**config.mk**
```make
export PLATFORM = sky130hd
export DESIGN_NAME = ram8_fifo_ctrl
export DESIGN_NICKNAME = d
export VERILOG_FILES = /design/src/rtl/ram8_fifo_ctrl.sv
export SDC_FILE = /design/constraint.sdc
export NUM_CORES = 1
export LEC_CHECK = 0
export ABC_AREA = 1
export BUFFER_PORTS_ARGS = -buffer_cell sky130_fd_sc_hd__buf_4
export CAP_MARGIN = 30
export CORE_MARGIN = 2
export CORE_UTILIZATION = 34
export DETAILED_ROUTE_END_ITERATION = 10
export HOLD_SLACK_MARGIN = 0.03
export PLACE_DENSITY = 0.76
export SETUP_SLACK_MARGIN = 0.05
export SLEW_MARGIN = 10
export SYNTH_ARGS = -nofsm -noshare
export SYNTH_HDL_FRONTEND = slang
export SYNTH_SLANG_ARGS = --single-unit
```
**constraint.sdc**
```tcl
create_clock -name clk -period 1.95 [get_ports clk]
set_clock_uncertainty 0.1 [all_clocks]
set_input_delay 0 -clock clk [delete_from_list [all_inputs] [get_ports clk]]
set_output_delay 0 -clock clk [all_outputs]
set_load 0.01 [all_outputs]
```
**src/rtl/ram8_fifo_ctrl.sv**
```systemverilog
// ram8_fifo_ctrl: turns the single-port 8x16 RAM8 block into a synchronous FIFO.
// Pop has priority over push because the RAM has only one port.
// Read data returns one cycle after an accepted pop, with a registered valid strobe.
module ram8_fifo_ctrl #(
  parameter int unsigned DW = 16,
  parameter int unsigned AW = 3
) (
  input  logic          clk,
  input  logic          rst_n,
  input  logic          push,
  input  logic [DW-1:0] push_data,
  output logic          push_ready,
  input  logic          pop,
  output logic [DW-1:0] pop_data,
  output logic          pop_valid,
  output logic          full,
  output logic          empty,
  output logic [AW:0]   count,
  output logic          ovf_err,
  output logic          unf_err,
  output logic          ram_e,
  output logic          ram_w,
  output logic          ram_r,
  output logic [AW-1:0] ram_addr,
  output logic [DW-1:0] ram_din,
  input  logic [DW-1:0] ram_dout
);

  localparam int unsigned DEPTH    = 2 ** AW;
  localparam logic [AW:0] FULL_CNT = (AW + 1)'(DEPTH);
  localparam logic [AW:0] ONE_CNT  = (AW + 1)'(1);
  localparam logic [AW-1:0] ONE_PTR = AW'(1);

  logic [AW-1:0] wr_ptr;
  logic [AW-1:0] rd_ptr;
  logic          pop_acc;
  logic          push_acc;

  // Flags decode only from the registered count
  assign full  = (count == FULL_CNT);
  assign empty = (count == '0);

  // Read data is a straight passthrough of the RAM output register
  assign pop_data = ram_dout;

  // Accept decisions and RAM drive; strobes held low while in reset
  always_comb begin
    pop_acc    = 1'b0;
    push_acc   = 1'b0;
    push_ready = 1'b0;
    ram_e      = 1'b0;
    ram_w      = 1'b0;
    ram_r      = 1'b0;
    ram_addr   = wr_ptr;
    ram_din    = push_data;

    pop_acc    = pop & ~empty;
    push_ready = ~full & ~pop_acc;
    push_acc   = push & push_ready;

    if (pop_acc) begin
      ram_addr = rd_ptr;
    end

    ram_r = pop_acc & rst_n;
    ram_w = push_acc & rst_n;
    ram_e = (pop_acc | push_acc) & rst_n;
  end

  // Pointers, occupancy, read-valid strobe and sticky error flags
  always_ff @(posedge clk or negedge rst_n) begin
    if (!rst_n) begin
      wr_ptr    <= '0;
      rd_ptr    <= '0;
      count     <= '0;
      pop_valid <= 1'b0;
      ovf_err   <= 1'b0;
      unf_err   <= 1'b0;
    end else begin
      pop_valid <= pop_acc;
      if (push_acc) begin
        wr_ptr <= wr_ptr + ONE_PTR;
        count  <= count + ONE_CNT;
      end else if (pop_acc) begin
        rd_ptr <= rd_ptr + ONE_PTR;
        count  <= count - ONE_CNT;
      end
      if (push && full) begin
        ovf_err <= 1'b1;
      end
      if (pop && empty) begin
        unf_err <= 1'b1;
      end
    end
  end

endmodule

```
==> impl_metrics.yaml <==
run:
  maxCapViolations: 0
placed_design:
  dp_hpwl_mm: 1.29
  dp_cells: 132
  placed_area_sq_um: 932
  numPortBuffers: 19
  place.gp.congestion: 0.789
  dp_slack_ns: 0.0916
worst_setup_path:
  r2r-end: "count[3]"
  crit_path_start: "count[1]"
  crit_required_ns: 2.02
  crit_arrival_ns: 1.87
  reg2reg_from: "count[1]"
  crit_type: "reg -> reg"
  r2r_cells: 11
  cp-start-kind: "flip-flop"
  r2r_slack_ns: 0.15
  cp-endpoint: "count[3]"
  endpoint_kind: "flip-flop"
  cp_slowest_stage_delay_ns: 0.44
  crit_fanout: 5
  crit_chain: "nor2_4 -> nand2_2 -> nand2_4 -> nand3_4 -> ha_4 -> a21oi_4 -> nand3b_1 -> nand2_1 -> nand2_1 -> nand2_1 -> nand2_1"
  critPathMostFrequentCell: "nand2_1"
  crit_slowest_cell: "dfrtp_2"
floorplanning:
  io-pin-count: 84
  die_x_um: 57.3
  rows: 19
  die_area_sq_um: 3290
  die_y_um: 57.3
  core-area_sq_um: 2730
  initial_core_util_pct: 35.4
clock_tree:
  cts_tree: "done"
  path_clk_slew_ns: 0.08
  cts_max_path_buffers: 2
  h-tree-depth: 1
  clkLatencyLatePin_ns: 0.27
  cts_root_buf: "clkbuf_4"
  numCtsBuffers: 3
  cts_sinks: 13
sta:
  hold_viol_final: 0
  fmax_mhz: 555
  min_period_ns: 1.80
  rsz0062_at_grt: "yes"
  slew_violations: 0
  max_slew_margin_pct: 58.5
  setup_viol: 0
  setup_slack_ns: 0.149
  fin_crit_sh_pct: 92.4
  worst_pin_slew_ns: 0.621
  fin_tns_setup_ns: 0
drt:
  routed_wl_mm: 2.13
  viasPerCell: 4.54
  dr.first_iter.drc_count: 10
  drtPass1Iterations: 4
  drt_drc_violations_left: 0
  antenna_left: 0
  wl_per_cell_um: 11.8
  vias: 822
layout:
  diodes: 0
  area_delta_synth_final_pct: 46.1
  fin_area_sq_um: 1410
  drive_gt1_share_pct: 32.7
  final_cell_count_no_fill: 181
  final_nets: 192
pwr:
  power.leakage_nw: 0.695
  peakVddDrop_uv: 995
  powerDensity_nw_per_um2: 1320
  total_power_mw: 1.87
min_path:
  whs_path_depth: 1
  holdCritPathClass: "reg -> reg"
global_route:
  gr-usage-all-layers_pct: 11.7
  grt_pass1_wl_mm: 3.11
  grt_overflow_total: 0
  grt_pass1_vias: 726
  grt_antenna_before_repair: 0
  grt_max_degree: 15
logic_synthesis:
  yosysTopAreaCell: "dfrtp_1"
  ys_warn_count: 0
  syn_nets: 154
  synthTopCellsByArea: "dfrtp_1 (34%), buf_4 (26%), nand2_1 (10%), ha_1 (5.2%), nand3_1 (3.1%)"
  synth.distinct_cells: 19
  synth_area_per_cell_sq_um: 8.56
  ys_seq_area_share_pct: 33.6
  syn-cell-area_sq_um: 967
  synth_cells: 113
  synth-seq-cells: 13
  yosysTopAreaCellShare_pct: 33.6
run_status:
  status: "complete, no violations"
-- where the power goes --
part | leakage [nW] | internal, mW | switching (mW)
logic | 0.533 | 0.611 | 0.570
registers | 0.147 | 0.408 | 0.116
clock network | 0.0150 | 0.0792 | 0.0868
total | 0.695 | 1.10 | 0.772
-- cells in the mapped netlist --
cell	count
ha_1	4
nand2_4	1
nand2_1	26
a21oi_1	1
a21oi_2	1
o21ai_2	2
buf_6	1
dfrtp_1	13
o21ai_0	2
buf_4	33
inv_1	8
nand3b_1	1
xnor2_1	3
nor2_1	5
xor2_1	2
a21o_1	2
fa_1	1
nand3_4	1
nand3_1	6
-- routing by layer --
layer  wire length [um]  up-vias  track usage, %
li1                   -      392               -
met1                811      382            14.0
met2               1150       48            21.3
met3                165        0            3.85
met4                  0        0           0.997
met5                  0        -               0
-- registers in the layout (all words and copies together) (netlist names) --
signal,count
ovf_err,1
pop_valid,1
wr_ptr,3
count,4
rd_ptr,3
unf_err,1
-- cell type report --
class,instances,area (sq um)
fillers,252,1320
repair buffers,67,593
multi-input cells,58,394
flip-flops and latches,13,330
well taps,31,38.8
inverters,8,30.0
clock buffers,4,26.3
-- placed cells by master (no fill, tap or decap) --
cell type,n
ha_4,1
nand3_1,5
nor2_1,3
a21o_1,2
nor2_4,1
inv_1,8
nand2_1,25
nand3b_1,1
dfrtp_1,9
xor2_1,2
a21oi_2,1
dfrtp_2,4
fa_1,1
clkbuf_1,1
o21ai_0,2
ha_1,3
nand3_4,1
clkbuf_4,3
a21oi_4,1
xnor2_1,3
nand3_2,1
o21ai_2,2
buf_4,31
nand2_4,1
nand2_2,1
dlygate4sd3_1,36
nor2_2,1
-- cells by family after synthesis --
group / synth area share [%]
AOI/OAI and AO/OA: 5.82
xor gates and xnor gates: 4.53
adders and majority gates: 7.24
buffers and inverters: 29.9
DFF: 33.6
and+or+nand+nor: 18.9
-- stage by stage --
stage                     utilization [%]  hold WS [ns]
final                                51.7         0.368
after global routing                 51.7         0.391
after CTS                            48.2         0.375
after detailed placement             34.1        -0.238
after global placement               34.1        -0.242
after floorplan                         -        -0.396
-- worst max-delay path, delay by kind of cell, from the launching register on --
family / cells / cell delay, ns
fa+ha+maj: 1 / 0.28
simple gates: 9 / 0.74
compound gates: 1 / 0.13
flops: 1 / 0.44
-- worst min-delay path by stage --
stage,start,end,slack (ns)
3_5_place_dp,rst_n,wr_ptr[1],-0.24
4_1_cts,ovf_err,ovf_err,0.38
2_1_floorplan,rst_n,count[0],-0.40
3_3_place_gp,rst_n,count[1],-0.24
6_report,ovf_err,ovf_err,0.37
5_1_grt,unf_err,unf_err,0.39
-- what timing repair did --
item | 4_1_cts | 5_1_grt
hold endpoints to repair | 48 | 0
hold buffers | 36 | 0
setup buffers | 0 | 9
resized for setup | 0 | 8
endpoints found under the setup margin | 0 | 5
(Power assumes the default switching activity.)
